**config.mk**
```make
export PLATFORM = sky130hd
export DESIGN_NAME = multicycle_controller
export DESIGN_NICKNAME = d
export VERILOG_FILES = /design/src/rtl/riscv_ctrl_pkg.sv /design/src/rtl/ack_watchdog.sv /design/src/rtl/multicycle_controller.sv
export SDC_FILE = /design/constraint.sdc
export NUM_CORES = 1
export LEC_CHECK = 0
export BUFFER_PORTS_ARGS = -buffer_cell sky130_fd_sc_hd__buf_2
export CORE_MARGIN = 5
export CORE_UTILIZATION = 53
export CTS_CLUSTER_SIZE = 12
export DETAILED_ROUTE_END_ITERATION = 12
export PLACE_DENSITY = 0.93
export REMOVE_ABC_BUFFERS = 1
export SETUP_SLACK_MARGIN = 0.1
export SLEW_MARGIN = 30
export SYNTH_ARGS = -nofsm -noshare
export SYNTH_HDL_FRONTEND = slang
export SYNTH_SLANG_ARGS = --single-unit
```
**constraint.sdc**
```tcl
create_clock -name clk -period 3.7 [get_ports clk]
set_input_delay 0.925 -clock clk [delete_from_list [all_inputs] [get_ports clk]]
set_output_delay 0.925 -clock clk [all_outputs]
set_load 0.02 [all_outputs]
```
**src/rtl/riscv_ctrl_pkg.sv**
```systemverilog
// Shared definitions for the RV32I multi-cycle controller and decoder:
// state encodings, Control_Word field offsets and branch_select codes.
package riscv_ctrl_pkg;

  typedef enum logic [2:0] {
    ST_IDLE      = 3'd0,
    ST_FETCH     = 3'd1,
    ST_DECODE    = 3'd2,
    ST_EXECUTE   = 3'd3,
    ST_MEMORY    = 3'd4,
    ST_WRITEBACK = 3'd5,
    ST_ERROR     = 3'd6
  } state_e;

  localparam int CW_W         = 36;
  localparam int CW_BR_LSB    = 32;
  localparam int CW_SLT       = 31;
  localparam int CW_IMM_LSB   = 28;
  localparam int CW_WSTRB_LSB = 26;
  localparam int CW_MUXD      = 25;
  localparam int CW_RS2_LSB   = 20;
  localparam int CW_RS1_LSB   = 15;
  localparam int CW_F3_LSB    = 12;
  localparam int CW_RD_LSB    = 7;
  localparam int CW_FSEL_LSB  = 3;
  localparam int CW_MUXB      = 2;
  localparam int CW_REGRW     = 1;
  localparam int CW_MEMRW     = 0;

  localparam logic [3:0] BS_BR    = 4'b0001;
  localparam logic [3:0] BS_AUIPC = 4'b0010;
  localparam logic [3:0] BS_JAL   = 4'b0100;
  localparam logic [3:0] BS_JALR  = 4'b1000;

  // Jumps always redirect; conditional branches only when the comparator agrees.
  function automatic logic take_target(input logic [3:0] bs, input logic taken);
    return (bs == BS_JAL) || (bs == BS_JALR) || ((bs == BS_BR) && taken);
  endfunction

endpackage

```
**src/rtl/ack_watchdog.sv**
```systemverilog
// Counts consecutive un-acked request cycles; flags timeout on the last
// allowed cycle so the controller can leave the request state that edge.
module ack_watchdog #(
  parameter int TIMEOUT_CYCLES = 16
) (
  input  logic clk,
  input  logic rst_n,
  input  logic busy,
  input  logic ack,
  output logic timeout
);
  localparam int CNT_W = $clog2(TIMEOUT_CYCLES + 1);

  logic [CNT_W-1:0] cnt_q, cnt_d;

  always_comb begin
    timeout = busy && !ack && (cnt_q == CNT_W'(TIMEOUT_CYCLES - 1));
    cnt_d   = cnt_q + CNT_W'(1);
    if (!busy || ack || timeout) cnt_d = '0;
  end

  always_ff @(posedge clk or negedge rst_n) begin
    if (!rst_n) cnt_q <= '0;
    else        cnt_q <= cnt_d;
  end

endmodule

```
**src/rtl/multicycle_controller.sv**
```systemverilog
// Multi-cycle RV32I sequencer: FETCH/DECODE/EXECUTE/MEMORY/WRITEBACK with
// handshake memories and a retire counter. MEM_TIMEOUT_EN adds an ack watchdog.
module multicycle_controller
  import riscv_ctrl_pkg::*;
#(
  parameter int TIMEOUT_CYCLES = 16,
  parameter int RETIRE_W       = 32
) (
  input  logic                clk,
  input  logic                rst_n,
  input  logic                Halt,
  input  logic [35:0]         Control_Word,
  input  logic                Branch_Taken,
  input  logic                Imem_Ack,
  input  logic                Dmem_Ack,
  output logic                Imem_Req,
  output logic                Dmem_Req,
  output logic                Dmem_We,
  output logic                IR_Write,
  output logic                PC_Write,
  output logic                PC_Select,
  output logic                Reg_Write_En,
  output logic [35:0]         CW_Q,
  output logic [2:0]          State,
  output logic [RETIRE_W-1:0] Retire_Count,
  output logic                Bus_Error
);

  state_e              state_q, state_d;
  logic [CW_W-1:0]     cw_q, cw_d;
  logic                pc_sel_q, pc_sel_d;
  logic [RETIRE_W-1:0] retire_q, retire_d;
  logic                bus_err_q, bus_err_d;
  logic                timeout;
  logic                is_mem, is_store, jump_now;

  assign is_mem   = cw_q[CW_MEMRW] | cw_q[CW_MUXD];
  assign is_store = cw_q[CW_MEMRW];
  assign jump_now = take_target(cw_q[CW_BR_LSB +: 4], Branch_Taken);

`ifdef MEM_TIMEOUT_EN
  logic mem_ack;
  assign mem_ack = (Imem_Req & Imem_Ack) | (Dmem_Req & Dmem_Ack);

  ack_watchdog #(.TIMEOUT_CYCLES(TIMEOUT_CYCLES)) u_wdog (
    .clk     (clk),
    .rst_n   (rst_n),
    .busy    (Imem_Req | Dmem_Req),
    .ack     (mem_ack),
    .timeout (timeout)
  );
`else
  // Without the watchdog the limit is unused and a request waits forever.
  assign timeout = (TIMEOUT_CYCLES < 0);
`endif

  always_ff @(posedge clk or negedge rst_n) begin
    if (!rst_n) begin
      state_q   <= ST_IDLE;
      cw_q      <= '0;
      pc_sel_q  <= 1'b0;
      retire_q  <= '0;
      bus_err_q <= 1'b0;
    end else begin
      state_q   <= state_d;
      cw_q      <= cw_d;
      pc_sel_q  <= pc_sel_d;
      retire_q  <= retire_d;
      bus_err_q <= bus_err_d;
    end
  end

  // Next state. PC_Write marks the retire cycle of every instruction.
  always_comb begin
    state_d   = state_q;
    cw_d      = cw_q;
    pc_sel_d  = pc_sel_q;
    retire_d  = retire_q;
    bus_err_d = bus_err_q | timeout;
    case (state_q)
      ST_IDLE:      if (!Halt) state_d = ST_FETCH;
      ST_FETCH: begin
        if (Imem_Ack)     state_d = ST_DECODE;
        else if (timeout) state_d = ST_ERROR;
      end
      ST_DECODE: begin
        cw_d    = Control_Word;
        state_d = ST_EXECUTE;
      end
      ST_EXECUTE: begin
        pc_sel_d = jump_now;
        if (is_mem)               state_d = ST_MEMORY;
        else if (cw_q[CW_REGRW])  state_d = ST_WRITEBACK;
      end
      ST_MEMORY: begin
        if (Dmem_Ack && !is_store) state_d = ST_WRITEBACK;
        else if (!Dmem_Ack && timeout) state_d = ST_ERROR;
      end
      ST_WRITEBACK: state_d = ST_WRITEBACK;
      ST_ERROR:     state_d = ST_ERROR;
      default:      state_d = ST_IDLE;
    endcase
    if (PC_Write) begin
      retire_d = retire_q + RETIRE_W'(1);
      pc_sel_d = 1'b0;
      state_d  = Halt ? ST_IDLE : ST_FETCH;
    end
  end

  // Strobes are decoded from state; the ack-dependent ones are qualified by the ack.
  always_comb begin
    Imem_Req     = 1'b0;
    Dmem_Req     = 1'b0;
    Dmem_We      = 1'b0;
    IR_Write     = 1'b0;
    PC_Write     = 1'b0;
    Reg_Write_En = 1'b0;
    PC_Select    = pc_sel_q;
    case (state_q)
      ST_FETCH: begin
        Imem_Req = 1'b1;
        IR_Write = Imem_Ack;
      end
      ST_EXECUTE: begin
        PC_Select = jump_now;
        PC_Write  = !is_mem && !cw_q[CW_REGRW];
      end
      ST_MEMORY: begin
        Dmem_Req = 1'b1;
        Dmem_We  = is_store;
        PC_Write = is_store && Dmem_Ack;
      end
      ST_WRITEBACK: begin
        Reg_Write_En = 1'b1;
        PC_Write     = 1'b1;
      end
      default: ;
    endcase
  end

  assign CW_Q         = cw_q;
  assign State        = state_q;
  assign Retire_Count = retire_q;
  assign Bus_Error    = bus_err_q;

endmodule

```
; ---- Word level (Yosys, flattened, before mapping)
; Index checks and enable logic that the tools add are counted.
[word_totals]
register_bits = 72
input_bits = 42
output_inout_bits = 79
elab_cells = 46
[op_classes]
n_addsub = 1
n_eq_ne = 13
mux = 16
bitwise = 1
n_reduce_logical = 11
[ops]
columns = operator, n
row1 = $add A32 B1 Y32 const B, 1
row2 = $pmux W3 S7, 1
row3 = $mux W3, 6
row4 = $eq A3 B3 Y1 const B, 3
row5 = $ne A3 B3 Y1 const B, 3
row6 = $mux W1, 8
row7 = $eq A3 B2 Y1 const B, 2
row8 = $eq A4 B1 Y1 const B, 1
row9 = $eq A4 B3 Y1 const B, 1
row10 = $eq A4 B4 Y1 const B, 1
row11 = $logic_and A1 B1 Y1, 4
row12 = $ne A4 B4 Y1 const B, 1
row13 = $reduce_and A4 Y1, 1
row14 = $eq A3 B1 Y1 const B, 1
row15 = $logic_not A1 Y1, 3
row16 = $logic_not A3 Y1, 1
row17 = $pmux W1 S3, 1
row18 = $logic_or A1 B1 Y1, 2
row19 = $or A1 B1 Y1, 1

; ---- Depth between registers and ports, before layout
[logic_depth]
depth_word = 6
ltp_mapped = 7
depth_no_buf = 5

; ---- Worst setup path before layout
; No wires, ideal clock.
[synth_timing]
path_kind = reg2out
start = register state_q[0] (netlist: State[0])
end = output IR_Write
arrival_ns = 1.659
required_time_ns = 2.775
path_slack_ns = 1.116
path_stages_with_launch = 4
path_buffers = 1
path_cell_list = dfrtp_1 -> clkbuf_2 -> nor3b_1 -> and2_1
[synth_via]
elab_chain_len = 2
[synth_lines]
columns = element, line
row1 = "start, declared", multicycle_controller.sv:29  ; state_e state_q, state_d;
row2 = "start signal, assigned", multicycle_controller.sv:65  ; state_q <= state_d;
row3 = $eq A3 B1 Y1, multicycle_controller.sv:119  ; case (state_q)
row4 = $mux W1, multicycle_controller.sv:119
row5 = "end, declared", multicycle_controller.sv:19  ; output logic IR_Write,
; Every way passes these cells.

; ---- Final worst setup path
[layout_timing]
start = input Dmem_Ack
end = output PC_Write
[layout_via]
elab_chain_len = 2
[layout_lines]
columns = element, line
row1 = "start, declared", multicycle_controller.sv:15  ; input logic Dmem_Ack,
row2 = $logic_and A1 B1 Y1, multicycle_controller.sv:131  ; PC_Write = is_store && Dmem_Ack;
row3 = $pmux W1 S3, multicycle_controller.sv:119
row4 = "end, declared", multicycle_controller.sv:20  ; output logic PC_Write,
; Every way passes these cells.

==> reports/qor.yml <==
clocking:
  cts_made_buffers: 9
  cts_hold_buf: 0
  cts.path.max_buffers: 2
  clock_latency_ns: 0.34
  tritoncts: "done"
  cts_root_buffer: "clkbuf_8"
  clock-sinks: 72
  h-tree-depth: 3
  cts_setup_buffers: 0
  clk_pin_slew_ns: 0.08
  post_cts_resized: 0
grt:
  antenna_found_initial: 0
  grt_max_degree: 73
  grt_first_pass_wirelength_um: 12500
  grt.overflow.total: 0
  grt_pass1_vias: 2542
  grt.total_usage_pct: 20.7
die:
  coreArea_um2: 5960
  initial_core_util_pct: 55.1
  die_w_um: 88.7
  row_count: 28
  dieArea_um2: 7860
  ios: 121
  fp.dieH_um: 88.7
yosys:
  synth_ff_type: "dfrtp_1"
  synth-seq-cells: 72
  yosys_warnings: 0
  syn_inst: 263
  synth_area_per_cell_um2: 12.5
  syn_area_um2: 3280
  synth_top_area_cell: "dfrtp_1"
  synth_top_area_share_pct: 54.9
  synth_edf_count: 0
  synth_cell_types: 37
  synthTopCellsByArea: "dfrtp_1 55%, mux2_2 12%, xor2_1 4.5%"
  yosysSeqAreaShare_pct: 54.9
  synthArstFlopShare_pct: 100
power_and_ir_drop:
  power_density_nw_per_um2: 780
  power_frac_comb_pct: 38.9
  p_clk_share_pct: 23.2
  switchingPower_uw: 1250
  ir_drop_mv: 0.614
  leakage_uw: 0.00194
  p_sw_share_pct: 38.4
  p_seq_share_pct: 37.9
  internal_power_uw: 2010
run:
  max_cap_viol_count: 0
detailed_routing:
  top_layer: "met4"
  vias: 2547
  vias_per_cell: 5.49
  wl_met2_um: 3990
  wl_per_cell_um: 16.5
  drc: 0
  drt_iter0_drc: 113
  wl_met3_um: 501
  finalWirelength_um: 7680
  ant_nets: 0
  drt_pass1_iterations: 4
  drt-met1-wl_um: 3080
setup_path:
  crit_path_start_kind: "input pin"
  crit_arrival_ns: 1.91
  r2r_end: "Retire_Count[27]$_DFFE_PN0P_"
  reg2reg_slack_ns: 1.64
  worstPathRequired_ns: 2.77
  cp_max_fo: 22
  critPathKind: "input pin to output port"
  critPathCaptureType: "output port"
  r2r_cells: 4
  worstReg2RegStart: "State[2]$_DFFE_PN0P_"
timing:
  fmax_mhz: 352
  slew_headroom_pct: 57.0
  worst_pin_slew_ns: 0.645
  finalHoldViolations: 0
  setup_viol: 0
  worst_slack_ns: 0.861
  drv_slew: 0
  period_needed_ns: 2.84
  fin_worst_skew_ns: 0.0128
  post-route-period-util_pct: 76.7
  rsz0062_at_grt: "false"
placement:
  port-buffer-count: 119
  placedCellCount: 448
  gp_congestion: 0.868
  preCtsSetupSlack_ns: 0.875
  dp_hpwl_um: 5570
final_layout:
  area_delta_synth_final_pct: 27.4
  final_cells: 464
  final_nets: 427
  drive_gt1_share_pct: 48.1
  num_antenna_cells: 0
hold_path:
  hold_path_end: "Retire_Count[31]$_DFFE_PN0P_"
  hold_depth: 1
  hold_class: "register to register"
  hold_start: "Retire_Count[31]$_DFFE_PN0P_"
status:
  outcome: "finished clean"
## per-layer routing
metal / GRT usage, % / up-vias
met5: 0 / -
met4: 7.01 / 0
met3: 5.21 / 12
met2: 35.2 / 95
met1: 25.7 / 1259
li1: - / 1181
## cell families (layout without fill, tap and decap cells)
logic type	after synthesis	after routing	share of synthesized area (%)
and+or+nand+nor	95	95	18.8
other	1	1	0.114
muxes	36	36	12.4
AOI/OAI and AO/OA	12	12	2.59
DFF	72	72	54.9
adders and majority gates	1	1	0.381
buffers and inverters	14	140	2.21
xor gates and xnor gates	32	32	8.55
## placed cells by master (no fill, tap or decap), types with 2 or more instances in the layout
cell / count
nand2_1: 16
and2_1: 4
nand4_1: 10
clkbuf_8: 9
nor4_4: 2
mux2_2: 36
nor3_1: 7
buf_2: 119
and3_1: 11
nand3_1: 14
buf_4: 2
xor2_1: 17
nor2_1: 9
o21ai_0: 3
and4_1: 5
nor4_2: 6
xnor2_1: 15
a21oi_1: 6
bufinv_16: 3
dfrtp_1: 72
nand4_2: 2
## stage by stage
step	instance area (um2)	hold WS [ns]	utilization (%)	power, uW	TNS [ns]
after global routing	4180	0.502	70.1	3440	0
after detailed placement	3930	0.473	66.0	2530	0
final	4180	0.475	70.1	3260	0
after CTS	4170	0.486	70.1	3280	0
after global placement	3930	0.451	66.0	2460	0
after floorplan	3210	0.504	-	2060	-4.87
## registers in the layout (all words and copies together), names as in the netlist
signal and flops:
Retire_Count 32, State 3, CW_Q 36, pc_sel_q 1
## worst max path at each step
stage	to	slack, ns	from
2_1_floorplan	CW_Q[0]$_DFFE_PN0P_	-0.14	State[1]$_DFFE_PN0P_
3_3_place_gp	PC_Write	0.89	Dmem_Ack
3_5_place_dp	PC_Write	0.88	Dmem_Ack
4_1_cts	PC_Write	0.87	Dmem_Ack
5_1_grt	PC_Write	0.76	Dmem_Ack
6_report	PC_Write	0.86	Dmem_Ack
## synthesized netlist by cell type, drive strengths merged (2+ instances only)
master and n:
and3 11, xor2 17, dfrtp 72, xnor2 15
o21ai 3, nor4b 2, nor4 8, buf 8
and2 4, nand2 16, nand4 12, mux2 36
nand3 14, nor3 7, nor3b 2, nor2 9
a21oi 6, and4 5, clkbuf 4
## cell type report
cell class              instances  area (um2)
well taps                      75        93.8
multi-input cells             177        1410
flip-flops and latches         72        1800
clock buffers                  10         128
repair buffers                122         622
fillers                       462        1780
inverters                       2        7.51
clock inverters                 6         115
## critical path, cell delays in order
cell and delay [ns]:
buf_2 0.11, a21oi_1 0.15, o32a_4 0.40, clkinv_1 0.14
buf_2 0.18
## power by group through the flow
stage,Sequential (uW),Combinational (uW),Clock [uW]
global route,1270,1360,807
detailed placement,1250,1280,0
global placement,1220,1240,0
CTS,1230,1280,768
floorplan,1520,539,0
finish,1230,1270,757
(Power assumes the default switching activity.)
